<file path="src/rtl/rr_mux_arbiter_if.sv">
// Purpose: request/data/grant bundle between N requesters and the shared-path arbiter.
// Latency: none; wiring only.
// Backpressure: requesters hold req high until they see their grant bit, then drop it to release.
interface rr_mux_arbiter_if #(
    parameter int N     = 4,
    parameter int W     = 8,
    parameter int SEL_W = 2
);
    logic [N-1:0]     req;
    logic [N*W-1:0]   data_in;
    logic [N-1:0]     grant;
    logic [SEL_W-1:0] sel;
    logic             busy;
    logic [W-1:0]     data_out;
    logic             expired;

    // Requester side: raises requests and presents data.
    modport master (
        output req,
        output data_in,
        input  grant,
        input  sel,
        input  busy,
        input  data_out,
        input  expired
    );

    // Arbiter side: consumes requests and data, owns grant and the muxed path.
    modport slave (
        input  req,
        input  data_in,
        output grant,
        output sel,
        output busy,
        output data_out,
        output expired
    );
endinterface

</file>
<file path="src/rtl/rr_mux_arbiter.sv">
// Purpose: round-robin arbiter owning an N:1 mux; one requester at a time drives data_out.
// Latency: 1 clock from sampled req to grant; release/timeout costs one idle bubble cycle.
// Backpressure: no preemption; owner keeps the path until it drops req or hits MAX_HOLD cycles.
module rr_mux_arbiter #(
    parameter int N        = 4,
    parameter int W        = 8,
    parameter int SEL_W    = 2,
    parameter int MAX_HOLD = 16
) (
    input  logic            clk,
    input  logic            rst,
    rr_mux_arbiter_if.slave bus
);

    localparam logic [0:0]     ST_IDLE    = 1'b0;
    localparam logic [0:0]     ST_OWN     = 1'b1;
    localparam logic [7:0]     HOLD_LIMIT = 8'(MAX_HOLD);
    // One extra bit so ptr + offset never overflows before the modulo-N fold.
    localparam logic [SEL_W:0] N_EXT      = (SEL_W + 1)'(N);
    localparam logic [N-1:0]   ONE_HOT0   = {{(N - 1){1'b0}}, 1'b1};

    // Registered state
    logic [0:0]       state_q;
    logic [SEL_W-1:0] ptr_q;
    logic [7:0]       hold_q;
    logic [N-1:0]     grant_q;
    logic [SEL_W-1:0] sel_q;
    logic             busy_q;
    logic             expired_q;

    // Next-state values
    logic [0:0]       state_d;
    logic [SEL_W-1:0] ptr_d;
    logic [7:0]       hold_d;
    logic [N-1:0]     grant_d;
    logic [SEL_W-1:0] sel_d;
    logic             busy_d;
    logic             expired_d;

    // Arbitration helpers
    logic             win_vld;
    logic [SEL_W-1:0] win_idx;
    logic [SEL_W:0]   cand;
    logic             owner_req;
    logic             hold_hit;
    logic [SEL_W-1:0] next_ptr;

    // Rotating priority search: first request at or after ptr, wrapping mod N.
    always_comb begin
        win_vld = 1'b0;
        win_idx = '0;
        cand    = '0;
        for (int k = 0; k < N; k++) begin
            cand = {1'b0, ptr_q} + (SEL_W + 1)'(k);
            if (cand >= N_EXT) begin
                cand = cand - N_EXT;
            end
            if (!win_vld && bus.req[cand[SEL_W-1:0]]) begin
                win_vld = 1'b1;
                win_idx = cand[SEL_W-1:0];
            end
        end
    end

    // Owner status and the post-release pointer (owner moves to lowest priority).
    always_comb begin
        owner_req = bus.req[sel_q];
        hold_hit  = (hold_q == HOLD_LIMIT);
        if ({1'b0, sel_q} == N_EXT - 1'b1) begin
            next_ptr = '0;
        end else begin
            next_ptr = sel_q + 1'b1;
        end
    end

    // IDLE/OWN transition logic; release and timeout both pass through IDLE.
    always_comb begin
        state_d   = state_q;
        ptr_d     = ptr_q;
        hold_d    = hold_q;
        grant_d   = grant_q;
        sel_d     = sel_q;
        busy_d    = busy_q;
        expired_d = 1'b0;
        case (state_q)
            ST_IDLE: begin
                if (win_vld) begin
                    grant_d = ONE_HOT0 << win_idx;
                    sel_d   = win_idx;
                    busy_d  = 1'b1;
                    hold_d  = 8'd1;
                    state_d = ST_OWN;
                end else begin
                    grant_d = '0;
                    sel_d   = '0;
                    busy_d  = 1'b0;
                    hold_d  = '0;
                end
            end
            ST_OWN: begin
                if (!owner_req || hold_hit) begin
                    // A dropped req wins over a same-cycle timeout: no expired pulse.
                    grant_d   = '0;
                    sel_d     = '0;
                    busy_d    = 1'b0;
                    hold_d    = '0;
                    ptr_d     = next_ptr;
                    state_d   = ST_IDLE;
                    expired_d = owner_req;
                end else begin
                    hold_d = hold_q + 8'd1;
                end
            end
            default: begin
                grant_d = '0;
                sel_d   = '0;
                busy_d  = 1'b0;
                hold_d  = '0;
                ptr_d   = '0;
                state_d = ST_IDLE;
            end
        endcase
    end

    // State and output registers; reset abandons any grant immediately.
    always_ff @(posedge clk) begin
        if (rst) begin
            state_q   <= ST_IDLE;
            ptr_q     <= '0;
            hold_q    <= '0;
            grant_q   <= '0;
            sel_q     <= '0;
            busy_q    <= 1'b0;
            expired_q <= 1'b0;
        end else begin
            state_q   <= state_d;
            ptr_q     <= ptr_d;
            hold_q    <= hold_d;
            grant_q   <= grant_d;
            sel_q     <= sel_d;
            busy_q    <= busy_d;
            expired_q <= expired_d;
        end
    end

    // Shared datapath mux, forced to zero while nobody owns the path.
    always_comb begin
        bus.data_out = '0;
        if (busy_q) begin
            bus.data_out = bus.data_in[int'(sel_q) * W +: W];
        end
    end

    assign bus.grant   = grant_q;
    assign bus.sel     = sel_q;
    assign bus.busy    = busy_q;
    assign bus.expired = expired_q;

endmodule

</file>
<file path="src/flat_wrapper.sv">
// flat-port wrapper written by rule: the top's interface ports become plain ports
module rr_mux_arbiter_flat 
#(
    parameter int N        = 4,
    parameter int W        = 8,
    parameter int SEL_W    = 2,
    parameter int MAX_HOLD = 16
)
  (clk, rst, bus_req, bus_data_in, bus_grant, bus_sel, bus_busy, bus_data_out, bus_expired);
  rr_mux_arbiter_if #(.N(N), .W(W), .SEL_W(SEL_W)) bus_i ();
  input  logic clk;
  input  logic rst;
  input wire logic [$bits(bus_i.req)-1:0] bus_req;
  input wire logic [$bits(bus_i.data_in)-1:0] bus_data_in;
  output wire logic [$bits(bus_i.grant)-1:0] bus_grant;
  output wire logic [$bits(bus_i.sel)-1:0] bus_sel;
  output wire logic [$bits(bus_i.busy)-1:0] bus_busy;
  output wire logic [$bits(bus_i.data_out)-1:0] bus_data_out;
  output wire logic [$bits(bus_i.expired)-1:0] bus_expired;
  assign bus_i.req = bus_req;
  assign bus_i.data_in = bus_data_in;
  assign bus_grant = bus_i.grant;
  assign bus_sel = bus_i.sel;
  assign bus_busy = bus_i.busy;
  assign bus_data_out = bus_i.data_out;
  assign bus_expired = bus_i.expired;
  rr_mux_arbiter #(.N(N), .W(W), .SEL_W(SEL_W), .MAX_HOLD(MAX_HOLD)) u_core (.clk(clk), .rst(rst), .bus(bus_i));
endmodule
</file>
<file path="config.mk">
export PLATFORM = sky130hd
export DESIGN_NAME = rr_mux_arbiter_flat
export DESIGN_NICKNAME = d
export VERILOG_FILES = /design/src/rtl/rr_mux_arbiter_if.sv /design/src/rtl/rr_mux_arbiter.sv /design/src/flat_wrapper.sv
export SDC_FILE = /design/constraint.sdc
export NUM_CORES = 1
export LEC_CHECK = 0
export ABC_AREA = 1
export CAP_MARGIN = 20
export CELL_PAD_IN_SITES_DETAIL_PLACEMENT = 1
export CELL_PAD_IN_SITES_GLOBAL_PLACEMENT = 1
export CORE_MARGIN = 2
export CORE_UTILIZATION = 29
export CTS_CLUSTER_SIZE = 16
export DETAILED_ROUTE_END_ITERATION = 7
export GPL_TIMING_DRIVEN = 1
export HOLD_SLACK_MARGIN = 0.03
export PLACE_DENSITY = 0.89
export SLEW_MARGIN = 15
export SYNTH_ARGS = -nofsm -noshare
export SYNTH_HDL_FRONTEND = slang
export SYNTH_SLANG_ARGS = --single-unit
</file>
<file path="constraint.sdc">
create_clock -name clk -period 1.8 [get_ports clk]
set_input_delay 0.36 -clock clk [delete_from_list [all_inputs] [get_ports clk]]
set_output_delay 0.36 -clock clk [all_outputs]
set_load 0.05 [all_outputs]
</file>
---- Word-level counts from Yosys, hierarchy flattened ----
Index checks and enable logic that the tools add are counted.
storage, ports and cells
  logic and storage cells ................. 80
  bits in registers ....................... 19
  bits of input ports ..................... 38
cells by class
  eq/ne operators ......................... 3
  $add $sub $neg .......................... 9
  bitwise logic cells ..................... 2
  $lt $le $gt $ge ......................... 9
  shift operators ......................... 2
  reduce and logical (&&, ||, !) cells .... 10
  multiplexer cells ....................... 38
operators with widths
  kind                                                                                  number
  32-bit by 6-bit indexed part select with 8-bit output                                 1
  2-bit 2-to-1 mux                                                                      11
  8-bit 2-to-1 mux                                                                      2
  8-bit case mux with 2 select lines                                                    1
  2-bit by 3-bit < comparator with 1-bit output (second input constant)                 5
  1-bit 2-to-1 mux                                                                      13
  1-bit binary-select mux with 2-bit select                                             5
  3-bit greater-or-equal comparator (second input constant)                             3
  8-bit by 1-bit adder with 8-bit output (second input constant)                        1
  8-bit by 5-bit == test with 1-bit output (second input constant)                      1
  4-bit 2-to-1 mux                                                                      2
  4-bit case mux with 2 select lines                                                    1
  2-bit by 1-bit subtractor with 2-bit output (second input constant)                   4
  2-bit by 2-bit adder with 3-bit output (second input constant)                        2
  1-bit zero test                                                                       4
  1-bit case mux with 2 select lines                                                    2
  2-bit case mux with 2 select lines                                                    1
  1-bit by 2-bit << shifter with 4-bit output (first input constant)                    1
  2-bit by 1-bit adder with 3-bit output (second input constant)                        1
  2-bit by 3-bit greater-or-equal comparator with 1-bit output (second input constant)  1
  1-bit logical AND                                                                     3
  3-bit OR reduction                                                                    1
  2-bit by 1-bit adder with 2-bit output (second input constant)                        1
  2-bit == test (second input constant)                                                 1
  other kinds (4)                                                                       5

---- Depth between registers and ports, before layout ----
  word-level depth ........................ 17
  depth in mapped cells ................... 11

---- Worst setup path before layout ----
Ideal clock, no wire load.
  kind .................................... flip-flop to output port
  from .................................... register u_core.sel_q[0], in the netlist u_core.bus.sel[0]
  to ...................................... output port bus_data_out[6]
  data required time ...................... 1.440 ns
  slack ................................... -0.782 ns
  stages on the path, launching flop included .. 7
  data arrival time ....................... 2.222 ns
  cells stage by stage .................... dfxtp_1 -> buf_2 -> buf_1 -> nor2_1 -> nor2_1 -> o21ai_0 -> a21oi_1
between the ends
  cells in the longest elaborated chain, start to end .. 2
RTL lines
  element                                                line                   RTL
  start, declared                                        rr_mux_arbiter.sv:27   logic [SEL_W-1:0] sel_q;
  start signal, assigned                                 rr_mux_arbiter.sv:140  sel_q <= sel_d;
  32-bit by 6-bit indexed part select with 8-bit output  rr_mux_arbiter.sv:150  bus.data_out = bus.data_in[int'(sel_q) * W +: W];
  8-bit 2-to-1 mux                                       rr_mux_arbiter.sv:149  if (busy_q) begin
  end, declared                                          flat_wrapper.sv:18     output wire logic [$bits(bus_i.data_out)-1:0] bus_data_out;
Every way passes these cells.

---- Worst setup path in the final report ----
  from .................................... input port bus_data_in[4]
  to ...................................... output port bus_data_out[4]
between the ends
  cells in the longest elaborated chain, start to end .. 2
RTL lines
  element                                                line                   RTL
  start, declared                                        flat_wrapper.sv:14     input wire logic [$bits(bus_i.data_in)-1:0] bus_data_in;
  32-bit by 6-bit indexed part select with 8-bit output  rr_mux_arbiter.sv:150
  8-bit 2-to-1 mux                                       rr_mux_arbiter.sv:149
Every way passes these cells.

==> flow_results.org <==
** Worst hold path
- The path class of the tightest hold or removal check is reg -> reg.
- The path with the worst hold slack has its endpoint at u_core.bus.grant[3]$_SDFFE_PP0P_.
- Source of the worst hold timing path :: u_core.bus.grant[3]$_SDFFE_PP0P_
- The worst hold path was traced through 2 stages.

** Critical path
- The endpoint identified for the worst register-to-register timing path is u_core.ptr_q[0]$_SDFFE_PP0P_.
- Startpoint Class :: primary input
- Critical path arrival :: approximately 1400 ps
- Element type at the critical path end :: primary output
- Top Family by Delay on Critical Path :: buffers and inverters
- Largest stage delay on the critical path :: roughly 450 ps
- Worst endpoint required time :: around 1400 ps
- Buffers & Inverters on Critical Path :: 2
- Cells along the critical path :: clkdlybuf4s50_1 -> nor2_1 -> nor2_1 -> o21ai_2 -> a21oi_4 -> buf_12
- Slack of the worst reg-to-reg path :: 190 ps
- The setup path with the least slack is of type in -> out.
- Crit Reg-Reg Startpoint :: u_core.bus.sel[0]$_SDFFE_PP0P_
- Critical-path maximum fanout :: 1
- Most prevalent standard cell on the critical path :: sky130_fd_sc_hd__nor2_1
- Number of cells on the worst reg-to-reg path :: 8
- Slowest cell on the critical path :: sky130_fd_sc_hd__clkdlybuf4s50_1

** Power and ir drop
- Tot Pwr :: between 4 and 5 mW
- Power spread over the standard cell area amounts to 1740 mW/mm2.
- P_leak :: 1.02 nW
- IR analysis of the VDD net gives a maximum drop of about 0.86 mV.

** Cells and area
- Total Nets Final :: 334
- The post-route netlist has between 20% and 30% of its cells at a drive strength greater than 1.
- Most common cell after layout, fill and taps aside :: sky130_fd_sc_hd__nand2_1
- In the layout the commonest cells are sky130_fd_sc_hd__nand2_1 (50), sky130_fd_sc_hd__nor2_1 (46), sky130_fd_sc_hd__clkdlybuf4s50_1 (37).
- Area growth from synthesis to final layout :: 64.8%
- Once layout is complete, the utilization of the core stands at 49.2%.
- After filler insertion, the fill cell instance count of the layout stands at between 600 and 700.
- Register area :: about 390 um2
- Diode insertion count for antenna repair :: 0
- In the final layout, the multi-input gates occupy roughly 0.0010 mm2.

** Die
- In this run the horizontal extent of the chip is 73.5 um.
- Vertical die dimension :: 73.5 um
- The floorplan step defined a die boundary enclosing 0.00540 mm2.
- In this run the standard cell core region covers between 0.004 and 0.005 mm2.
- After floorplanning, the core was divided into 25 placement rows.
- For this design the top-level I/O count stands at 54.
- Initial Utilization :: 29.9%

** Place
- Port Buf Inserts :: 53
- After legalization and detailed placement, the total HPWL measured about 3800 um.
- At the end of routability-driven placement, the weighted congestion stood at slightly below 0.8.
- Place WS :: -151 ps

** STA
- Setup TNS :: 0 ps
- Final setup violation count :: 0
- Maximum clock skew at final layout :: 1.42 ps
- Share of the cycle needed by the critical path after routing :: 99.3%
- Once routing completed, OpenROAD measured the worst setup slack at roughly 12 ps.
- The count of endpoints failing hold in the final timing report came to 0.
- The worst pin sits at a relative slew slack of between 70 and 80%.
- Derived from the worst setup path, the maximum achievable clock frequency is roughly 560 MHz.
- Shortest clock period the worst path allows after layout :: approximately 1800 ps
- Slew at the pin closest to its max-slew limit :: 324 ps
- Final count of pins violating max slew :: 0

** Routing
- For this block, the initial DRC count from the detailed router was 46.
- Routed wire length :: 4820 um
- After detailed routing, the number of remaining DRC violations is 0.
- The first detailed-routing pass ran for 4 iterations.
- Dividing the detail-routed via count by the number of cells gives around 4.8.
- Total via count in the routed design :: 1676
- Avg WL per Cell :: between 10 and 15 um
- Antenna viol nets, final :: 0

** CTS
- The longest clock path from root to sink contains 2 buffers.
- Root cell of the clock tree :: sky130_fd_sc_hd__clkbuf_8
- Number of sinks on the clock net :: 19
- Worst skew pair latency :: about 250 ps
- After clock tree synthesis, the clock-pin slew on the worst setup and hold paths is roughly 70 ps.
- After clock tree synthesis, the flow added hold-fix buffers numbering 0.
- In this run the number of H-tree levels came out at 1.
- TritonCTS built the clock tree.
- Clock tree synthesis inserted a total of 3 buffers.

** Synthesis
- Post-Syn Nets :: about 270
- Post-synthesis average cell area :: between 6 and 7 um2
- Sequential cells were found to cover between 20 and 30% of the synthesized design area.
- Instance count of the mapped netlist :: ~230
- Mapped Area :: roughly 0.0014 mm2
- During synthesis, Yosys emitted a total of 0 warnings.
- After synthesis, the netlist uses 28 different library cells.
- Flip-flop and latch count after synthesis :: 19

** Global route
- The initial antenna violation count is 0.
- Maximum number of pins on one net before global-route repair :: 15
- GRT Total Usage :: between 15 and 20%
- The first global-routing pass estimated 7360 um of wire.
- Summed over all layers, the global routing overflow is 0.
- The number of global-route vias before repair is approximately 1700.

** Run status
- The run finished with clean final reports.

** Job
- # Max-Cap Violations :: 0
## worst reg2reg max path, delay by kind of cell, from the launching register on
family	cells	cell delay, ps
compound gates	3	510
buf+inv	2	290
flops	1	380
simple gates	3	370
## stage by stage
stage	instances	hold slack (ps)	area [um2]
finish	346	479	2310
global route	346	514	2310
CTS	343	485	2270
detailed placement	339	470	2220
global placement	339	463	2220
floorplan	227	471	1500
## routing by layer
| metal | global-route usage [%] | wire (um) |
|---|---|---|
| met1 | 20.5 | 2090 |
| met2 | 31.7 | 2470 |
| met3 | 2.33 | 192 |
| met4 | 5.86 | 69 |
| met5 | 0 | 0 |
## worst max-delay path by stage
stage                                              start                               end  slack, ps  cells past startpoint
after floorplan             u_core.bus.busy$_SDFFE_PP0P_                   bus_data_out[0]         20                      2
after global placement                        bus_req[0]    u_core.bus.sel[0]$_SDFFE_PP0P_        -50                     11
after detailed placement                      bus_req[1]  u_core.bus.grant[2]$_SDFFE_PP0P_       -150                      8
after CTS                 u_core.bus.sel[0]$_SDFFE_PP0P_                   bus_data_out[6]        -70                      5
after global routing      u_core.bus.sel[0]$_SDFFE_PP0P_                   bus_data_out[4]        -20                      5
final                                     bus_data_in[4]                   bus_data_out[4]         10                      6
## timing repair
action | in CTS | in global routing
setup buffers | 0 | 3
gates cloned | 0 | 0
endpoints found under the setup margin | 8 | 10
resized for setup | 13 | 10
pin swaps | 0 | 1
## cell usage after synthesis (all sizes together)
| library cell | instances | area share [%] |
|---|---|---|
| nor3b | 2 | 1.1 |
| buf | 5 | 2.1 |
| ha | 3 | 2.7 |
| nand4 | 5 | 2.2 |
| clkbuf | 1 | 0.27 |
| xnor2 | 1 | 0.63 |
| a21oi | 12 | 4.3 |
| nor2 | 48 | 14 |
| nor3 | 1 | 0.36 |
| o22ai | 3 | 1.8 |
| dfxtp | 19 | 27 |
| inv | 20 | 5.4 |
| xor2 | 2 | 1.3 |
| o21ai | 23 | 8.2 |
| clkinv | 1 | 0.27 |
| nand3b | 2 | 1.1 |
| nand2 | 59 | 19 |
| nand3 | 20 | 8.4 |
## cell type report
| type | count | share of cell area (%) |
|---|---|---|
| Clock buffer | 4 | 1.95 |
| Inverter | 21 | 3.47 |
| Sequential cell | 19 | 16.7 |
| Multi-Input combinational cell | 181 | 44.0 |
| Timing Repair Buffer | 67 | 31.0 |
| Tap cell | 54 | 2.93 |
## kinds of logic (layout without fill, tap and decap cells)
kind of cell | after synthesis | count (layout) | synth area share [%]
flip-flops | 19 | 19 | 27.1
adder cells (fa/ha/maj) | 3 | 3 | 2.68
XOR/XNOR | 3 | 3 | 1.88
AND/OR/NAND/NOR | 137 | 137 | 46.0
AO/OA/AOI/OAI | 38 | 38 | 14.3
buffers and inverters | 27 | 92 | 8.03
## power breakdown
| group | switching [mW] | leakage [nW] | internal (mW) |
|---|---|---|---|
| Sequential | 0.128 | 0.156 | 0.545 |
| Combinational | 1.87 | 0.838 | 1.18 |
| Clock | 0.136 | 0.0228 | 0.157 |
## registers in the layout, indices dropped and copies added, names as in the netlist
signal / flops
u_core.hold_q: 8
u_core.bus.grant: 4
u_core.bus.sel: 2
u_core.ptr_q: 2
u_core.bus.busy: 1
u_core.bus.expired: 1
u_core.state_q: 1
Note: power is estimated with default switching activity, not from simulation.
==> variant 1, RTL diff (config.mk and constraints unchanged) <==
Take the reset off `hold_q` and load it in a clocked block of its own.
--- a/src/rtl/rr_mux_arbiter.sv
+++ b/src/rtl/rr_mux_arbiter.sv
@@ -129,3 +129,2 @@
             ptr_q     <= '0;
-            hold_q    <= '0;
             grant_q   <= '0;
@@ -137,3 +136,2 @@
             ptr_q     <= ptr_d;
-            hold_q    <= hold_d;
             grant_q   <= grant_d;
@@ -143,2 +141,6 @@
         end
+    end
+
+    always_ff @(posedge clk) begin
+        hold_q <= hold_d;
     end
Behaviour: no difference found for any inputs over 10 cycles, from zero or initial values and one cycle with rst high; that may be too few to reach the edited logic, so the function may still have changed.
==> variant 1 against the unedited design <==
  * The run now ends with negative setup slack left
  * Wire length increased by 4.5%
  * Final area decreased by 0.11%
  * Cell count increased by 0.29%
  * Power decreased by 25%
  * Critical path depth unchanged
  * Global-route usage increased by 1.4 points
  * Worst setup slack got worse by 0.046 ns
  * Sequential cell count unchanged
  * Fmax decreased by 2.5%
  * Combinational power decreased by 31%
  * Sequential power decreased by 8.2%
  * Synthesized area increased by 0.36%
  * Critical endpoint is now bus_data_out[1]
  * Largest cell class unchanged
  * Highest routed layer unchanged
==> variant 1: results (changes against the unedited design) <==
Sequential area share after synthesis: 0.270 (was 0.271)
First-pass GRT wire length: 8.00 mm (was 7.36 mm)
Synth Net Count: 272 (was 268)
Fin nets: 335 (was 334)
Most frequent cells after synthesis: 52 x nand2_1, 46 x nor2_1, 21 x o21ai_0 (was 50 x nand2_1, 47 x nor2_1, 21 x o21ai_0, 19 x dfxtp_1, 18 x nand3_1)
Largest reg by FF count: u_core.hold_q (unchanged)
Clock root cell: clkbuf_8 (unchanged)
Failing checks: negative setup slack
Mean Syn Cell Area: 6.09 um^2 (was 6.17 um^2)
Met2 GRT Util: 0.348 (was 0.317)
Final setup vio count: 1 (was 0)
Placed Area: 2170 um^2 (was 2220 um^2)
Slowest stage delay, CP: 0.48 ns (was 0.45 ns)
H-tree depth: 1 (unchanged)
Max FFs per register: 8 (unchanged)
Gpl congestion: 0.783 (was 0.784)
Hold Path Origin: u_core.bus.grant[2] (was u_core.bus.grant[3])
FF-to-FF Start: u_core.bus.sel[0] (unchanged)
Layout cells sized above 1: 0.270 (was 0.226)
Leak pwr: 1.00 nW (was 1.02 nW)
Distinct cells, synth: 29 (was 28)
Iter 0 DRT Violations: 43 (was 46)
Final wirelength: 5.03 mm (was 4.82 mm)
Cells taking the most area after synthesis: dfxtp_1 27%, nand2_1 14%, nor2_1 12%, o21ai_0 7.5%, a21oi_1 6.8% (was dfxtp_1 27%, nand2_1 13%, nor2_1 13%, o21ai_0 7.5%, nand3_1 6.4%)
Met3 Resource Use GR: 0.0316 (was 0.0233)
Peak supply drop: 0.637 mV (was 0.856 mV)
Status: complete, but fails checks (was complete, no violations)
Area taken by multi-input logic gates: 1000 um^2 (was 1020 um^2)
Yosys warns: 0 (unchanged)
Met1 usage: 0.224 (was 0.205)
Cell with the largest stage delay on the worst path: clkdlybuf4s50_1 (unchanged)
Gr usage total: 0.187 (was 0.173)
Vias in the first global route: 1699 (was 1665)
Setup ws final: -0.0347 ns (was 0.0117 ns)
Routed wire per std cell: 14.5 um (was 13.9 um)
Headroom to the max-slew limit: 0.827 (was 0.784)
Post-DP HPWL: 3.92 mm (was 3.80 mm)
TNS Setup: -0.0347 ns (was 0 ns)
Pre-CTS worst setup slack: -0.120 ns (was -0.151 ns)
Post-CTS setup buffer count: 5 (was 0)
Ys flop type: dfxtp_1 (unchanged)
# fillers: 601 (was 610)
Critical Path AT: 1.47 ns (was 1.43 ns)
Clock buffer count from CTS: 3 (unchanged)
Largest net degree at the start of global routing: 19 (was 15)
# resized after CTS: 14 (was 13)
Worst Skew: 0.00312 ns (was 0.00142 ns)
Reg clk slew, reported paths: 0.07 ns (about the same)
Setup crit start: bus_data_in[1] (was bus_data_in[4])
Vias: 1730 (was 1676)
## variant 1: cell count changes after synthesis, sizes merged, moves of 2 or more
cell	change
o22ai	-2
nand2	+2
nor2	+3
a21oi	+8
nand4	-2
nand3b	-2
inv	+3
nand3	-7
## variant 1: power by group
| group | total (mW) | internal, mW | switching, mW |
|---|---|---|---|
| clock | 0.296 | 0.154 | 0.142 |
| combinational | 2.11 | 0.821 | 1.29 |
| sequential | 0.619 | 0.517 | 0.102 |
| total | 3.03 | 1.49 | 1.53 |
## variant 1: cells by family (layout without fill, tap and decap cells)
kind of cell / after synthesis / count (layout) / synth area share
AND/OR/NAND/NOR: 133 / 133 / 0.431
AO/OA/AOI/OAI: 44 / 44 / 0.169
XOR/XNOR: 1 / 1 / 0.00623
buffers and inverters: 31 / 93 / 0.0970
adder cells (fa/ha/maj): 3 / 3 / 0.0267
flip-flops: 19 / 19 / 0.270
## variant 1: per-layer routing
metal / vias to the layer above / part of all wire
li1: 863 / -
met1: 836 / 0.40
met2: 21 / 0.55
met3: 10 / 0.025
met4: 0 / 0.016
met5: - / 0
## variant 1: layout make-up
type                       instances  share of cell area
tap                               54              0.0293
sequential                        19               0.168
timing repair buffer              65               0.306
clock buffer                       3              0.0179
multi-input combinational        181               0.434
clock inverter                     1             0.00217
inverter                          24              0.0423
## variant 1: critical path, delay by kind of cell
kind / cells / cell delay, ns
AOI/OAI and AO/OA: 2 / 0.25
buffers and inverters: 2 / 0.63
and+or+nand+nor: 2 / 0.22
## variant 1: path summary, 6_finish.rpt
| check | end | slack, ns | cells after the start |
|---|---|---|---|
| hold / removal | u_core.bus.grant[2] | 0.47 | 2 |
| setup / recovery | bus_data_out[1] | -0.03 | 6 |
| setup reg to reg | u_core.hold_q[0] | 0.19 | 7 |
| hold reg to reg | u_core.bus.grant[2] | 0.47 | 2 |
==> variant 2, RTL diff (same settings) <==
Made on the original files. `SEL_W` is set to 2 in 3 places; all go to 3.
--- a/src/rtl/rr_mux_arbiter_if.sv
+++ b/src/rtl/rr_mux_arbiter_if.sv
@@ -6,3 +6,3 @@
     parameter int W     = 8,
-    parameter int SEL_W = 2
+    parameter int SEL_W = 3
 );
--- a/src/rtl/rr_mux_arbiter.sv
+++ b/src/rtl/rr_mux_arbiter.sv
@@ -6,3 +6,3 @@
     parameter int W        = 8,
-    parameter int SEL_W    = 2,
+    parameter int SEL_W    = 3,
     parameter int MAX_HOLD = 16
--- a/src/flat_wrapper.sv
+++ b/src/flat_wrapper.sv
@@ -5,3 +5,3 @@
     parameter int W        = 8,
-    parameter int SEL_W    = 2,
+    parameter int SEL_W    = 3,
     parameter int MAX_HOLD = 16
Ports: changed (resized bus_sel); port bits go from 54 to 55. The function was not compared with the original's and may differ.
==> variant 2 against the unedited design <==
  * The run now ends with negative setup slack left
  * Worst setup slack got worse by 0.014 ns
  * Power fell by 7.7%
  * Wire length increased by 15%
  * Cell count grew 8.7%
  * Fmax decreased by 0.77%
  * Non-clock buffer count increased by 4
  * Global-route usage rose by 0.26 points
  * Sequential cell count up 2
  * Synthesized area increased by 12%
  * Critical path depth did not move
  * Worst hold slack lost 0.015 ns
  * Final area is 13% higher
  * Count of clock-buffer cells in the layout down 1
  * Critical endpoint is now bus_data_out[3]
==> variant 2: results (changes against the unedited design) <==
Peak supply drop: 0.535 mV (was 0.856 mV)
First-pass GRT wire length: 8.69 mm (was 7.36 mm)
Largest net degree at the start of global routing: 20 (was 15)
Synth Net Count: 279 (was 268)
Compound-Gate Fraction of Synth Area: 0.171 (was 0.143)
Status: complete, but fails checks (was complete, no violations)
Final wirelength: 5.54 mm (was 4.82 mm)
Worst Skew: 0.00707 ns (was 0.00142 ns)
Buffer share of cell area: 0.287 (was 0.310)
#FFs+latches synth: 21 (was 19)
FF/Latch Area: 432 um^2 (was 385 um^2)
FF-to-FF Start: u_core.ptr_q[1] (was u_core.bus.sel[0])
Psw: 1.93 mW (was 2.14 mW)
FF-to-FF setup slack: 0.10 ns (was 0.19 ns)
# fillers: 627 (was 610)
Multi-input gate count: 184 (was 181)
Hold Path Origin: u_core.bus.grant[1] (was u_core.bus.grant[3])
Sequential area share after synthesis: 0.267 (was 0.271)
Crit-path max FO: 6 (was 1)
RR Endpoint: u_core.bus.grant[2] (was u_core.ptr_q[0])
Layout clock area frac: 0.0187 (was 0.0195)
Post-Synth Adder-Cell Area: 0.0397 (was 0.0268)
Port bufs: 54 (was 53)
TNS Setup: -0.00208 ns (was 0 ns)
Placed Area: 2430 um^2 (was 2220 um^2)
Setup ws final: -0.00208 ns (was 0.0117 ns)
Clk_buf instances: 3 (was 4)
Distinct cells, synth: 35 (was 28)
Xor/xnor share of the synthesized area: 0.0222 (was 0.0188)
Iter 0 DRT Violations: 31 (was 46)
Gpl congestion: 0.858 (was 0.784)
Cells taking the most area after synthesis: dfxtp_1 27%, nor2_1 11%, nand2_1 9.5%, o21ai_0 5.4%, a21oi_1 4.8% (was dfxtp_1 27%, nand2_1 13%, nor2_1 13%, o21ai_0 7.5%, nand3_1 6.4%)
Failing checks: negative setup slack
Bufs w/o clock: 71 (was 67)
End of the critical path: bus_data_out[3] (was bus_data_out[4])
Fin nets: 350 (was 334)
Clock root cell: clkbuf_8 (unchanged)
Vias per Instance: 4.84 (about the same)
Most frequent cells after synthesis: 47 x nor2_1, 40 x nand2_1, 21 x dfxtp_1, 20 x inv_1, 17 x o21ai_0 (was 50 x nand2_1, 47 x nor2_1, 21 x o21ai_0, 19 x dfxtp_1, 18 x nand3_1)
Inverters: 26 (was 21)
Leak pwr: 1.12 nW (was 1.02 nW)
Gr usage total: 0.176 (was 0.173)
R2R depth: 12 (was 8)
Setup crit start: u_core.bus.sel[0] (was bus_data_in[4])
Final setup vio count: 1 (was 0)
Layout Area Growth over Synthesis: 65.2% (was 64.8%)
Vias in the first global route: 1929 (was 1665)
Fraction of area in multi-input gates: 0.452 (was 0.440)
Mean Syn Cell Area: 6.68 um^2 (was 6.17 um^2)
Layout cells sized above 1: 0.324 (was 0.226)
Hold Path Sink: u_core.bus.grant[1] (was u_core.bus.grant[3])
Post-DP HPWL: 4.18 mm (was 3.80 mm)
[variant 2: changes by cell type after synthesis, moves of 3 or more]
cell | unedited run | this run
a21oi_1 | 12 | 15
o21ai_0 | 21 | 17
buf_2 | 3 | 0
nor2_4 | 0 | 3
nand3_2 | 1 | 4
inv_1 | 16 | 20
nand2_1 | 50 | 40
o21ai_2 | 0 | 4
nand3_1 | 18 | 14
[variant 2: power groups by stage]
stage,clock network (mW),registers (mW),logic [mW]
after floorplan,0,0.865,1.47
after global placement,0,0.704,2.39
after detailed placement,0,0.707,2.47
after CTS,0.325,0.690,2.54
after global routing,0.343,0.714,2.92
final,0.312,0.698,2.70
[variant 2: stage by stage]
step	hold slack [ns]	utilization	cells	setup WS (ns)
after floorplan	0.438	-	236	0.000745
after global placement	0.439	0.470	369	-0.116
after global routing	0.495	0.504	376	-0.0680
final	0.464	0.504	376	-0.00208
after CTS	0.470	0.486	375	-0.000165
after detailed placement	0.451	0.470	369	-0.188
[variant 2: routing by layer]
metal	share of wire	wire, um	up-vias	track usage
li1	-	-	907	-
met1	0.42	2330	876	0.206
met2	0.54	2980	28	0.334
met3	0.026	144	10	0.0198
met4	0.015	85	0	0.0482
met5	0	0	-	0
[variant 2: worst max-delay path, cell delays in order (launching register included)]
cell	delay [ns]
dfxtp_4	0.40
buf_6	0.13
nor2_2	0.05
nor2_1	0.16
o21ai_2	0.10
a21oi_4	0.18
buf_12	0.15
[variant 2: repair_timing]
item | in CTS | in global routing
gates cloned | 0 | 0
gates resized for setup | 15 | 29
pin swaps | 2 | 12
hold endpoints to repair | 0 | 0
setup buffers | 2 | 1
endpoints found under the setup margin | 18 | 18
